File: config.mk
export PLATFORM = sky130hd
export DESIGN_NAME = tff_updown_counter
export DESIGN_NICKNAME = d
export VERILOG_FILES = /design/src/rtl/tff_updown_counter_pkg.sv /design/src/rtl/tff_updown_counter_cell.sv /design/src/rtl/tff_updown_counter.sv
export SDC_FILE = /design/constraint.sdc
export NUM_CORES = 1
export LEC_CHECK = 0
export ABC_AREA = 1
export CAP_MARGIN = 10
export CORE_MARGIN = 3
export CORE_UTILIZATION = 43
export CTS_BUF_LIST = sky130_fd_sc_hd__clkbuf_8
export CTS_CLUSTER_DIAMETER = 100
export DETAILED_ROUTE_END_ITERATION = 8
export PLACE_DENSITY = 0.78
export SLEW_MARGIN = 25
export SYNTH_ARGS = -nofsm -noshare
export SYNTH_HDL_FRONTEND = slang
export SYNTH_SLANG_ARGS = --single-unit
File: constraint.sdc
create_clock -name clk -period 1.3 [get_ports clk]
set_input_delay 0.26 -clock clk [delete_from_list [all_inputs] [get_ports clk]]
set_output_delay 0.26 -clock clk [all_outputs]
set_load 0.02 [all_outputs]
File: src/rtl/tff_updown_counter_pkg.sv
`default_nettype none
// ============================================================================
// tff_updown_counter_pkg : shared mode constants and modulus-to-width helper
// Revision: 1.0
// ============================================================================
package tff_updown_counter_pkg;

  localparam int MODE_WRAP = 0;
  localparam int MODE_SAT  = 1;

  // Number of bits needed to hold values 0..value-1.
  function automatic int clog2(input int value);
    int r;
    r = 0;
    for (int i = 0; i < 32; i++) begin
      if (64'(value) > (64'd1 << i)) r = i + 1;
    end
    return r;
  endfunction

endpackage
`default_nettype wire

File: src/rtl/tff_updown_counter_cell.sv
`default_nettype none
// ============================================================================
// tff_cell : single-bit T flip-flop, synchronous active-high reset to 0
// Revision: 1.0
// ============================================================================
module tff_cell (
  input  logic clk,
  input  logic rst,
  input  logic t,
  output logic q,
  output logic qb
);

  always_ff @(posedge clk) begin
    if (rst)    q <= 1'b0;
    else if (t) q <= ~q;
  end

  assign qb = ~q;

endmodule
`default_nettype wire

File: src/rtl/tff_updown_counter.sv
`default_nettype none
// ============================================================================
// tff_updown_counter : modulo up/down counter with load, wrap/saturate mode
// Revision: 1.0
// ============================================================================
module tff_updown_counter
  import tff_updown_counter_pkg::*;
#(
  parameter int WIDTH    = 8,
  parameter int MODULUS  = 2 ** WIDTH,
  parameter int SATURATE = MODE_WRAP
) (
  input  logic             clk,
  input  logic             rst,
  input  logic             en,
  input  logic             up_dn,
  input  logic             load,
  input  logic [WIDTH-1:0] load_val,
  output logic [WIDTH-1:0] q,
  output logic [WIDTH-1:0] qb,
  output logic             tc,
  output logic             wrap
);

  localparam logic [WIDTH:0] LAST = (WIDTH + 1)'(MODULUS - 1);

  logic [WIDTH:0]   q_ext;
  logic [WIDTH:0]   load_ext;
  logic [WIDTH:0]   nxt_ext;
  logic [WIDTH-1:0] nxt;
  logic [WIDTH-1:0] t;
  logic             at_last;
  logic             at_zero;
  logic             wrap_nxt;

  assign q_ext    = {1'b0, q};
  assign load_ext = {1'b0, load_val};
  assign at_last  = (q_ext == LAST);
  assign at_zero  = (q_ext == '0);

  always_comb begin
    nxt_ext  = q_ext;
    wrap_nxt = 1'b0;
    if (load) begin
      nxt_ext = (load_ext > LAST) ? LAST : load_ext;
    end else if (en) begin
      if (up_dn) begin
        if (!at_last) begin
          nxt_ext = q_ext + 1'b1;
        end else if (SATURATE != MODE_SAT) begin
          nxt_ext  = '0;
          wrap_nxt = 1'b1;
        end
      end else begin
        if (!at_zero) begin
          nxt_ext = q_ext - 1'b1;
        end else if (SATURATE != MODE_SAT) begin
          nxt_ext  = LAST;
          wrap_nxt = 1'b1;
        end
      end
    end
  end

  assign nxt = nxt_ext[WIDTH-1:0];
  // Toggle exactly the bits that differ, so loads and non-power-of-2 wraps
  // are expressed purely as T-flop toggles.
  assign t   = q ^ nxt;

  for (genvar i = 0; i < WIDTH; i++) begin : g_cells
    tff_cell u_cell (
      .clk (clk),
      .rst (rst),
      .t   (t[i]),
      .q   (q[i]),
      .qb  (qb[i])
    );
  end

  always_ff @(posedge clk) begin
    if (rst) wrap <= 1'b0;
    else     wrap <= wrap_nxt;
  end

  assign tc = en & ((up_dn & at_last) | (~up_dn & at_zero));

endmodule
`default_nettype wire

---- Word-level counts from Yosys, hierarchy flattened ----
Cells that the tools add are included.
cells by class
  add/sub/neg operators ................... 2
  multiply operators ...................... 0
  divide/modulo/power cells ............... 0
  $lt $le $gt $ge ......................... 1
  eq/ne operators ......................... 1
  shift-type cells ........................ 0
  multiplexer cells ....................... 9
  bitwise gates (word level) .............. 15
  reductions and logical operators ........ 2
operators by type and width
  kind                                               count
  two-way mux 8 bit                                  6
  NOT 1 bit                                          10
  zero test 9 bit                                    1
  adder 8 x 1 -> 8 bit (second input constant)       1
  == test 8 bit (second input constant)              1
  > comparator 8 bit (second input constant)         1
  subtractor 8 x 1 -> 8 bit (second input constant)  1
  XOR 8 bit                                          1
  bitwise AND 1 bit                                  3
  two-way mux 1 bit                                  3
  OR reduction 3 bit                                 1
  bitwise OR 1 bit                                   1
storage, ports and cells
  register bits after elaboration ......... 9
  bits in latches ......................... 0
  memory bits (writable) .................. 0
  memory bits (read-only) ................. 0
  input bits .............................. 13
  output and inout port bits .............. 18
  word-level logic and storage cells ...... 39
  memories kept ........................... 0

---- Depth between registers and ports, before layout ----
Gate-level depths: netlist of run 1.
  depth after elaboration ................. 6
  mapped depth ............................ 9
  mapped depth without buffers ............ 9

---- Cells and area by module ----
Synthesis of run 1 repeated with hierarchy kept, for this count alone.
unflattened totals
  cells, all modules ...................... 214
  area, all modules ....................... 1,146.1 um^2
by module, submodules not included
  module              instances  cells each  area an instance (um^2)  seq. area each (um^2)
  tff_updown_counter  1          158         805.8                    20.0
  tff_cell            8          7           42.5                     20.0

---- Least setup slack after synthesis of run 1 ----
No wires, ideal clock.
  path kind ............................... register to output
  start ................................... register g_cells[1].u_cell.q
  end ..................................... output tc
  data arrival time ....................... 1.169 ns
  data required time ...................... 1.040 ns
  path slack .............................. -0.129 ns
  stages on the path, launching flop included .. 6
  buffers on the path ..................... 0
  cells stage by stage .................... dfxtp_1 > ha_1 > nand2_1 > nor2_1 > nand3_1 > o21ai_2
between the ends
  longest elaborated chain between the ends .. 4
  elaborated cells on any way between the ends .. 6
  those cells by class .................... 1 x eq/ne; 4 x bitwise; 1 x reduce/logical
ends and longest elaborated chain
  item                                              line                                                text
  from (decl)                                       tff_updown_counter_cell.sv:10                       output logic q,
  from (signal assigned)                            tff_updown_counter_cell.sv:16                       else if (t) q <= ~q;
  == test 8 bit or zero test 9 bit (tied branches)  tff_updown_counter.sv:38, tff_updown_counter.sv:39
  bitwise AND 1 bit                                 tff_updown_counter.sv:85                            assign tc = en & ((up_dn & at_last) | (~up_dn & at_zero));
  bitwise OR 1 bit (*)                              tff_updown_counter.sv:85
  bitwise AND 1 bit (*)                             tff_updown_counter.sv:85
  to (decl)                                         tff_updown_counter.sv:21                            output logic tc,
Mark *: on every way between the ends. The rest lies on a longest branch, timed or not.

---- Final worst setup path of run 1 ----
Same ends and word-level chain as after synthesis.

==> results of run 1 <==
## metrics by stage
stage	instances	TNS [ns]
6_report	226	-0.933
3_5_place_dp	218	-3.87
4_1_cts	224	-0.895
5_1_grt	226	-1.38
3_3_place_gp	218	-3.43
2_1_floorplan	152	0
## Yosys cell counts (all sizes together)
master / count / area (um^2)
ha: 3 / 37.5
nand2: 26 / 97.6
and3: 1 / 6.26
dfxtp: 9 / 180
or2: 1 / 6.26
nand4: 3 / 18.8
a21oi: 14 / 70.1
nand3: 23 / 115
buf: 22 / 168
a31oi: 1 / 6.26
o21ai: 13 / 68.8
clkinv: 1 / 3.75
inv: 16 / 60.1
nor2: 16 / 92.6
xor2: 3 / 26.3
## critical path, delay by kind of cell (launching register included)
kind                       cells  cell delay, ns
DFF                            1            0.38
adders and majority gates      1            0.16
AOI/OAI and AO/OA              1            0.15
and+or+nand+nor                3            0.27
buffers and inverters          1            0.13
## power by group through the flow
stage	registers, uW	logic (uW)	clock network [uW]
after detailed placement	332	533	0
final	333	627	307
after global routing	336	669	331
after floorplan	330	331	0
after CTS	331	578	317
after global placement	330	515	0
## cells by family after synthesis
| group | synth area share |
|---|---|
| buffers and inverters | 0.242 |
| xor gates and xnor gates | 0.0275 |
| adders and majority gates | 0.0392 |
| DFF | 0.188 |
| and+or+nand+nor | 0.352 |
| AOI/OAI and AO/OA | 0.152 |
## flip-flops by register name (all words and copies together) (netlist names)
signal,count
g_cells.u_cell.q,8
wrap,1
## layer usage
metal	track usage	part of all wire	up-vias
met1	0.274	0.39	563
met3	0.0535	0.075	16
met2	0.428	0.49	75
li1	-	-	576
met4	0.0936	0.036	0
met5	0	0	-
## layout make-up
class	count	share of cell area
multi-input combinational	104	0.446
timing repair buffer	65	0.339
sequential	9	0.124
inverter	17	0.0422
clock buffer	3	0.0253
tap	27	0.0207
clock inverter	1	0.00230
## worst max path at each step
| stage | startpoint | end |
|---|---|---|
| 3_3_place_gp | up_dn | tc |
| 2_1_floorplan | g_cells[0].u_cell.q$_SDFFE_PP0P_ | tc |
| 6_report | g_cells[1].u_cell.q$_SDFFE_PP0P_ | tc |
| 4_1_cts | g_cells[1].u_cell.q$_SDFFE_PP0P_ | tc |
| 5_1_grt | g_cells[1].u_cell.q$_SDFFE_PP0P_ | tc |
| 3_5_place_dp | up_dn | tc |
## cell usage in the layout, fill, tap and decap left out, drive strengths merged
cell type / instances
a21oi: 14
a31oi: 1
and3: 1
buf: 45
clkbuf: 3
clkdlybuf4s15: 7
clkdlybuf4s50: 11
clkinv: 1
dfxtp: 9
dlygate4sd2: 1
dlymetal6s2s: 1
ha: 3
inv: 17
nand2: 26
nand3: 23
nand4: 3
nor2: 16
o21ai: 13
or2: 1
xor2: 3
## what timing repair did
item | in CTS | in global routing
buffers inserted | 2 | 3
hold endpoints to repair | 0 | 0
resized for setup | 87 | 29
pin swaps | 12 | 10
setup endpoints to repair | 24 | 17
==> flow_metrics.tcl, run 1 <==
set metrics [dict create \
    hold_violations 0 \
    cp-start-kind "register" \
    peakVddDrop_v 0.000874 \
    cts_buffer_depth 2 \
    grt_pass1_wl_um 4950 \
    hold_end "g_cells[1].u_cell.q$_SDFFE_PP0P_" \
    outcome "finished, violations left" \
    dr.pass1.iters 4 \
    setup_viol 7 \
    syn_avg_cell_area_um2 6.30 \
    min_period_over_period 1.22 \
    die-area_um2 2830 \
    min_period_ns 1.59 \
    power_frac_clock 0.242 \
    worstSetupPathType "register to output pin" \
    start_util 0.469 \
    placed_cell_area_um2 1400 \
    fmax_ghz 0.629 \
    grt_pass1_vias 1108 \
    final_net_count 216 \
    h-tree-depth 1 \
    syn_to_final_growth_pct 70.3 \
    leakagePower_uw 0.000747 \
    yosys_warnings 0 \
    worst-path-max-fanout 4 \
    io_buffers 30 \
    hold_depth 2 \
    synthesis.area_um2 957 \
    grt_max_degree 10 \
    reg2reg_depth 9 \
    setup_ws_ns -0.291 \
    combPwrFrac 0.495 \
    postLayoutCellArea_um2 1630 \
    routedWlPerCell_um 15.4 \
    r2r_end "g_cells[6].u_cell.q$_SDFFE_PP0P_" \
    remaining_drc_errors 0 \
    power.total_uw 1270 \
    area.sequential_um2 203 \
    rows 16 \
    tritoncts.num_buffers 3 \
    syn_nets 168 \
    dpl.hpwl_um 2400 \
    fin_skew_ns 0.000456 \
    slowest_stage "dfxtp_4" \
    p_seq_frac 0.263 \
    min_from "rst" \
    ctsRootBufferMaster "clkbuf_8" \
    synthCells 152 \
    r2r_start "g_cells[1].u_cell.q$_SDFFE_PP0P_" \
    min_path_type "input pin to register" \
    fill_cells 151 \
    max_stage_delay_ns 0.38 \
    power.internal_uw 789 \
    synth.distinct_cells 23 \
    violations "setup timing" \
    final_core_util 0.798 \
    arrival_ns 1.33 \
    vias_per_cell 5.44 \
    multiInputGateArea_um2 727 \
    clk_latency_ns 0.23 \
    die_w_um 53.2 \
    cts_sinks 9 \
    r2r_setup_slack_ns -0.13 \
    drv_slew 0 \
    clk_pin_slew_ns 0.04 \
    slew_headroom 0.823 \
    gr-total-overflow 0 \
    endpoint_kind "output pin" \
    drt_iter0_drc 35 \
    synth-seq-area-share 0.188 \
    drv_cap 0 \
    hold_buffers 0 \
    die_h_um 53.2 \
    vias 1230 \
    whs_ns 0.586 \
    place_ws_ns -0.714 \
    switching_share 0.377 \
    crit_chain "ha_4, nand2_4, nor2_4, nand3_4, o21ai_4, buf_6" \
    coreArea_um2 2040 \
    cts_tree "built" \
    routed_wl_um 3470 \
    ant_nets 0 \
    powerDensity_nw_per_um2 777 \
    ios 31 \
    antenna_found_initial 0 \
    switchingPower_uw 478 \
    groute.usage.overall 0.240 \
    required_ns 1.04 \
    drive_gt1_frac 0.528 \
    ys_ff_latch 9 \
    rsz0062_at_grt "yes" \
    finalWeightedCongestion 0.855 \
    diodes 0 \
    worst_slew_pin_slew_ns 0.265 \
]
Note: power is estimated with default switching activity, not from simulation.
==> inputs of run 2 (changes only) <==
HOLD_SLACK_MARGIN = 0.1   (was default)
RECOVER_POWER = 25   (was default)
==> results of run 2 <==
Final layout, timing and power as in run 1 (identical DEF).
